<file path="config.mk">
export PLATFORM = sky130hd
export DESIGN_NAME = seven_seg
export DESIGN_NICKNAME = d
export VERILOG_FILES = /design/src/rtl/seven_seg.sv
export SDC_FILE = /design/constraint.sdc
export NUM_CORES = 1
export LEC_CHECK = 0
export CORE_AREA = 2 2 39 41
export CTS_CLUSTER_DIAMETER = 80
export DETAILED_ROUTE_END_ITERATION = 10
export DIE_AREA = 0 0 41 43
export GPL_ROUTABILITY_DRIVEN = 0
export HOLD_SLACK_MARGIN = 0.12
export PLACE_DENSITY = 0.67
export SLEW_MARGIN = 30
export SYNTH_ARGS = -nofsm -noshare
export SYNTH_HDL_FRONTEND = slang
export SYNTH_SLANG_ARGS = --single-unit
</file>
<file path="constraint.sdc">
create_clock -name I_CLOCK -period 1.5 [get_ports I_CLOCK]
set_clock_uncertainty 0.1 [all_clocks]
set_input_delay 0.3 -clock I_CLOCK [delete_from_list [all_inputs] [get_ports I_CLOCK]]
set_output_delay 0.3 -clock I_CLOCK [all_outputs]
set_load 0.01 [all_outputs]
</file>
<file path="src/rtl/seven_seg.sv">
// rtl/seven_seg.sv - registered hex nibble to active-low seven-segment decoder
// Segment order in OUT is {g,f,e,d,c,b,a}; a 0 lights the segment.
module seven_seg (
    input  logic       I_CLOCK,
    input  logic       I_RESET,
    input  logic [3:0] IN,
    output logic [6:0] OUT
);

    logic [6:0] seg_next;

    always_comb begin
        seg_next = 7'h7F;
        unique case (IN)
            4'h0: seg_next = 7'h40;
            4'h1: seg_next = 7'h79;
            4'h2: seg_next = 7'h24;
            4'h3: seg_next = 7'h30;
            4'h4: seg_next = 7'h19;
            4'h5: seg_next = 7'h12;
            4'h6: seg_next = 7'h02;
            4'h7: seg_next = 7'h78;
            4'h8: seg_next = 7'h00;
            4'h9: seg_next = 7'h10;
            4'hA: seg_next = 7'h08;
            4'hB: seg_next = 7'h03;
            4'hC: seg_next = 7'h46;
            4'hD: seg_next = 7'h21;
            4'hE: seg_next = 7'h06;
            4'hF: seg_next = 7'h0E;
        endcase
    end

    // Falling-edge register keeps the digit stable while the pipeline updates on the rising edge.
    always_ff @(negedge I_CLOCK) begin
        if (I_RESET) begin
            OUT <= 7'h7F;
        end else begin
            OUT <= seg_next;
        end
    end

endmodule

</file>
==> summary.md, run 1 <==
| Metric | Value |
|---|---|
| Outcome | `finished, violations left` |
| Violated checks | `negative setup slack` |
| Die area | `between 1500 and 2000 um^2` |
| Unique cell type count in the Yosys netlist | `18` |
| Path type of the worst min-delay path | `input pin to flip-flop` |
| Detail Route Antenna Nets | `0` |
| I/O pin cnt | `13` |
| CTS Buffer Depth | `2` |
| Number of global-route vias before repair | `~450` |
| Largest net degree at the start of global routing | `8` |
| Largest regs | `OUT: 7 flops` |
| Area of the multi-input gates | `between 300 and 400 um^2` |
| WP buf/inv | `2` |
| Crit-path cells | `buf_12, buf_6, ha_4, mux2_4, a221o_1` |
| Cell taking the most area after synthesis | `dfxtp_1` |
| Sequential share of power | `between 30% and 40%` |
| Synth warn | `0` |
| Largest Register | `OUT` |
| Post-DP HPWL | `~730 um` |
| IO Port Bufs | `12` |
| Initial antenna violation count | `0` |
| 1st-iter DRT viols | `7` |
| Synthesized area | `roughly 440 um^2` |
| Switch share | `31.8%` |
| Vias | `442` |
| Initial DRT Pass Iterations | `4` |
| Worst-path fanout max | `3` |
| Number of synthesized flops with an enable pin | `0` |
| Number of flip-flops under the largest register name | `7` |
| Max rail drop VDD | `0.244 mV` |
| Synthesized Nets | `between 50 and 60` |
| Unrepaired setup endpoints after global routing | `yes` |
| Core area | `~1400 um^2` |
| First-pass GRT wire length | `roughly 1.7 mm` |
| Max Slew Vio Count | `0` |
| Rows | `14` |
| CP top delay family | `compound AO/OA/AOI/OAI gates` |
| CTS tree | `done` |
| GRT Resource Usage Total | `~15%` |
| CP max stage delay | `0.29 ns` |
| Slew headroom | `81.2%` |
| Share of post-route cells with drive strength above 1 | `about 55%` |
| Register area | `about 140 um^2` |
| Area grow syn2layout | `91.8%` |
| Max Cap Viol | `0` |
| Synth top area share | `31.7%` |
| Switch Pwr | `between 150 and 200 uW` |
| Cells after Synth | `43` |
| Leak | `between 0.0004 and 0.0005 uW` |
| Post-synth ARST share | `0%` |
| Final setup fails | `14` |
| Sequential fraction of the synthesis area | `between 30% and 40%` |
| Number of diodes | `0` |
| Synth area leaders | `dfxtp_1 (32%), ha_1 (20%), mux2i_1 (6.8%), buf_6 (5.1%), mux2_1 (5.1%)` |
| Setup TNS | `-4.39 ns` |
| Power per standard cell area | `about 740 nW/um^2` |
| CTS buffer count | `3` |
| Cell-internal power | `425 uW` |
| Main synth FF type | `dfxtp_1` |
| Final Hold Viols | `0` |
| Root Buffer | `clkbuf_4` |
| Final nets | `a little over 90` |
| Setup ws final | `-0.398 ns` |
| Syn avg cell area | `10.3 um^2` |
| Wirelength per Cell | `about 12 um` |
| Height of the chip | `roughly 43 um` |
| Worst-Margin Slew | `~0.28 ns` |
| Clk sinks | `7` |
| Initial Utilization | `31.9%` |
| H-tree depth | `1` |
| Worst endpoint required time | `~0.84 ns` |
| Final WL | `approximately 1.1 mm` |
| Kind of end point of the critical path | `flip-flop` |
| Crit path max-delay cell type | `a221o_1` |
| Worst Path Arrival | `between 1 and 1.5 ns` |
| DRC | `0` |
| Combinational Power Share | `between 20% and 30%` |
| Most frequent cells after synthesis | `dfxtp_1 (7), ha_1 (7), inv_1 (4)` |
| Grt ovf | `0` |
| Die X | `~40 um` |
| Fillers | `120` |
| Via density | `~4.7` |
| Synthesized flop and latch total | `7` |
| Clock network power share | `between 30% and 40%` |
| Hold Slack | `1.02 ns` |
| Startpoint types | `input pin` |
| Clock transition at path regs | `0.04 ns` |
| Worst Setup Path Type | `input pin to flip-flop` |
[placed cells by master (no fill, tap or decap), types with 2 or more instances in the layout]
master / instances
buf_2: 8
buf_6: 7
a32oi_1: 2
ha_4: 6
inv_1: 9
nand2b_1: 2
nor2_1: 2
buf_12: 2
a221o_1: 2
buf_4: 7
mux2_4: 2
mux2i_1: 3
dfxtp_1: 7
clkbuf_4: 3
[routing by layer]
layer	part of all wire (%)	GRT usage (%)	routed length, um	up-vias
met4	0.96	12.7	11	0
met2	59	27.2	673	15
met5	0	0	0	-
met3	6.6	2.09	76	2
met1	33	12.9	382	200
li1	-	-	-	225
[repair_timing]
action | in CTS | in global routing
pin swaps | 6 | 7
setup buffers | 7 | 0
resized for setup | 53 | 17
endpoints found under the setup margin | 14 | 14
hold endpoints to repair | 0 | 0
gates cloned | 0 | 0
hold buffers | 0 | 0
[tightest hold or removal path, cell delays in order]
cell      delay [ns]
clkbuf_2        0.12
buf_4           0.12
a211o_1         0.11
[stage by stage]
| stage | total power, uW | cells | setup WS [ns] | instance area, um^2 | utilization (%) |
|---|---|---|---|---|---|
| final | 623 | 94 | -0.398 | 847 | 61.2 |
| after global routing | 674 | 94 | -0.440 | 847 | 61.2 |
| after CTS | 624 | 96 | -0.491 | 825 | 59.6 |
| after detailed placement | 396 | 79 | -1.16 | 702 | 50.7 |
| after global placement | 394 | 79 | -1.17 | 702 | 50.7 |
| after floorplan | 315 | 43 | -0.458 | 509 | - |
[worst paths after layout]
| path | startpoint | endpoint | cells past startpoint |
|---|---|---|---|
| worst max-delay path | IN[1] | OUT[6] | 5 |
| worst min-delay path | IN[2] | OUT[5] | 3 |
[kinds of logic after synthesis]
logic type      count (synthesis)  share of synthesized area [%]
simple gates                   11                           13.3
compound gates                  7                           14.7
flops                           7                           31.7
fa+ha+maj                       7                           19.8
mux                             5                           11.9
buf+inv                         6                           8.50
[area by class of cell]
type                    instances  area share (%)
well taps                      16            2.36
repair buffers                 27            28.8
multi-input cells              30            42.4
flip-flops and latches          7            16.5
clock inverters                 8            3.55
inverters                       3            3.69
clock buffers                   3            2.66
[power groups by stage]
| stage | registers (uW) | clock network, uW | logic (uW) |
|---|---|---|---|
| 2_1_floorplan | 219 | 33.0 | 63.8 |
| 3_3_place_gp | 209 | 33.0 | 152 |
| 3_5_place_dp | 210 | 33.0 | 153 |
| 4_1_cts | 207 | 249 | 168 |
| 5_1_grt | 207 | 274 | 194 |
| 6_report | 206 | 237 | 179 |
Note: power is estimated with default switching activity, not from simulation.
==> run 2, diff against run 1 <==
CTS_CLUSTER_DIAMETER = 60   (was 80)
CTS_CLUSTER_SIZE = 14   (was unset)
TNS_END_PERCENT = 50   (was unset)
==> run 2 against run 1 <==
  * The flow still finishes with violations (negative setup slack)
  * Clock power barely moved
  * Worst setup slack better by 0.021 ns
  * Count of clock-buffer cells in the layout stayed put
  * Highest routed layer is now met3
==> summary.md, run 2 (same netlist as run 1, synthesis figures left out) <==
| Metric | Value |
|---|---|
| Switch share | `31.3% (-0.56 points)` |
| Max Cap Viol | `0 (unchanged)` |
| Power per standard cell area | `755 nW/um^2 (+2.7%)` |
| Rows | `14 (unchanged)` |
| DRC | `0 (unchanged)` |
| Leak | `0.000385 uW (-8.2%)` |
| Slew headroom | `81.8% (+0.55 points)` |
| Clock transition at path regs | `0.04 ns (about the same)` |
| Largest Register | `OUT` |
| 1st-iter DRT viols | `6 (-1)` |
| CTS Buffer Depth | `2 (unchanged)` |
| I/O pin cnt | `13 (unchanged)` |
| Share of post-route cells with drive strength above 1 | `52.0% (-3.1 points)` |
| GRT Resource Usage Total | `13.0% (-2.0 points)` |
| CTS tree | `done` |
| Fin util | `57.7% (-3.5 points)` |
| Setup ws final | `-0.378 ns (+0.0206 ns)` |
| Number of flip-flops under the largest register name | `7 (unchanged)` |
| Largest regs | `OUT: 7 flops` |
| H-tree depth | `1 (unchanged)` |
| Design Area, Final | `798 um^2 (-5.8%)` |
| CTS buffer count | `3 (unchanged)` |
| Largest net degree at the start of global routing | `8 (unchanged)` |
| Cell Area, Placed | `694 um^2 (-1.1%)` |
| Number of global-route vias before repair | `415 (-7.4%)` |
| Max rail drop VDD | `0.253 mV (+3.6%)` |
| Clk sinks | `7 (unchanged)` |
| First-pass GRT wire length | `1.54 mm (-11%)` |
| Initial DRT Pass Iterations | `2 (-2)` |
| Kind of end point of the critical path | `flip-flop` |
| IO Port Bufs | `12 (unchanged)` |
| Fillers | `134 (+12%)` |
| Combinational Power Share | `26.7% (-2.0 points)` |
| Cts hold-fix bufs | `0 (unchanged)` |
| Worst Path Arrival | `1.22 ns (-0.02 ns)` |
| Switch Pwr | `189 uW (-4.9%)` |
| Die X | `41 um (unchanged)` |
| Violated checks | `negative setup slack` |
| Outcome | `finished, violations left` |
| CP max stage delay | `0.29 ns (about the same)` |
| Detail Route Antenna Nets | `0 (unchanged)` |
| Final setup fails | `14 (unchanged)` |
| Root Buffer | `clkbuf_4` |
| Cell-internal power | `414 uW (-2.4%)` |
| Worst endpoint required time | `0.85 ns (about the same)` |
| Initial antenna violation count | `0 (unchanged)` |
| Grt ovf | `0 (unchanged)` |
| Vias | `421 (-4.8%)` |
| Place WS | `-1.17 ns (-0.00765 ns)` |
| Crit path max-delay cell type | `a221o_1` |
| Max Slew Vio Count | `0 (unchanged)` |
| Worst-Margin Slew | `0.273 ns (-0.00781 ns)` |
| Path type of the worst min-delay path | `input pin to flip-flop` |
| Worst-path fanout max | `3 (unchanged)` |
| Unrepaired setup endpoints after global routing | `yes` |
| Leading cell types in the layout, fill and taps excluded | `inv_1 (9), buf_4 (9), dfxtp_1 (6), buf_2 (6), ha_4 (5)` |
| Sequential share of power | `34.4% (+1.3 points)` |
| Via density | `4.63 (-1.6%)` |
| Number of diodes | `0 (unchanged)` |
| Crit-path cells | `buf_12, buf_6, ha_4, mux2_4, a221o_1` |
| Post-DP HPWL | `713 um (-2.0%)` |
| Clock network power share | `38.8% (+0.7 points)` |
| Startpoint types | `input pin` |
| Worst Setup Path Type | `input pin to flip-flop` |
| Height of the chip | `43 um (unchanged)` |
| Core area | `1380 um^2 (unchanged)` |
| Die area | `1760 um^2 (unchanged)` |
| Final nets | `89 (-3.3%)` |
| Area grow syn2layout | `80.7%` |
| Wirelength per Cell | `10.7 um (-12%)` |
| Initial Utilization | `31.9% (unchanged)` |
| Final Hold Viols | `0 (unchanged)` |
| Final WL | `972 um (-15%)` |
-- run 2: changes by cell type in the layout (fill, tap and decap cells not counted), sizes merged --
cell          change
dlymetal6s2s      -1
buf               -4
dlygate4sd2       +2
-- run 2: worst max-delay path, delay by kind of cell --
| kind | cells | cell delay [ns] |
|---|---|---|
| AO/OA/AOI/OAI | 1 | 0.29 |
| adder cells (fa/ha/maj) | 1 | 0.15 |
| buffers and inverters | 2 | 0.22 |
| multiplexers | 1 | 0.26 |
-- run 2: worst paths after layout --
check             startpoint      to  depth (start not counted)
setup / recovery       IN[1]  OUT[6]                          5
hold / removal         IN[0]  OUT[1]                          3
-- run 2: repair_timing --
item	4_1_cts	5_1_grt
gates resized for setup	46	14
setup buffers	4	1
setup endpoints to repair	14	14
pin swaps	5	6
-- run 2: layout make-up --
type | instances | area (um^2) | area share, %
timing repair buffer | 24 | 208 | 26.0
inverter | 3 | 31.3 | 3.92
sequential | 7 | 141 | 17.7
multi-input combinational | 30 | 345 | 43.3
clock inverter | 8 | 30.0 | 3.76
clock buffer | 3 | 22.5 | 2.82
tap | 16 | 20.0 | 2.51
-- run 2: per-layer routing --
| metal | routed length, um | track usage [%] | vias up |
|---|---|---|---|
| met5 | 0 | 0 | - |
| met4 | 0 | 14.0 | 0 |
| met3 | 61 | 4.19 | 0 |
| met2 | 506 | 20.0 | 11 |
| met1 | 403 | 11.9 | 194 |
| li1 | - | - | 216 |
-- run 2: power by group through the flow --
stage | registers, uW | clock network [uW] | logic [uW]
global placement | 209 | 33.0 | 151
CTS | 207 | 247 | 150
global route | 209 | 271 | 176
finish | 207 | 234 | 161
detailed placement | 210 | 33.0 | 152
floorplan | 219 | 33.0 | 63.8
-- run 2: metrics by stage --
| step | total power [uW] | setup TNS (ns) | std cells | hold slack [ns] |
|---|---|---|---|---|
| 2_1_floorplan | 315 | -2.35 | 43 | 1.04 |
| 3_3_place_gp | 393 | -10.62 | 78 | 1.68 |
| 3_5_place_dp | 395 | -10.69 | 78 | 1.69 |
| 4_1_cts | 604 | -5.40 | 92 | 1.07 |
| 5_1_grt | 656 | -4.76 | 91 | 1.05 |
| 6_report | 603 | -4.39 | 91 | 1.06 |
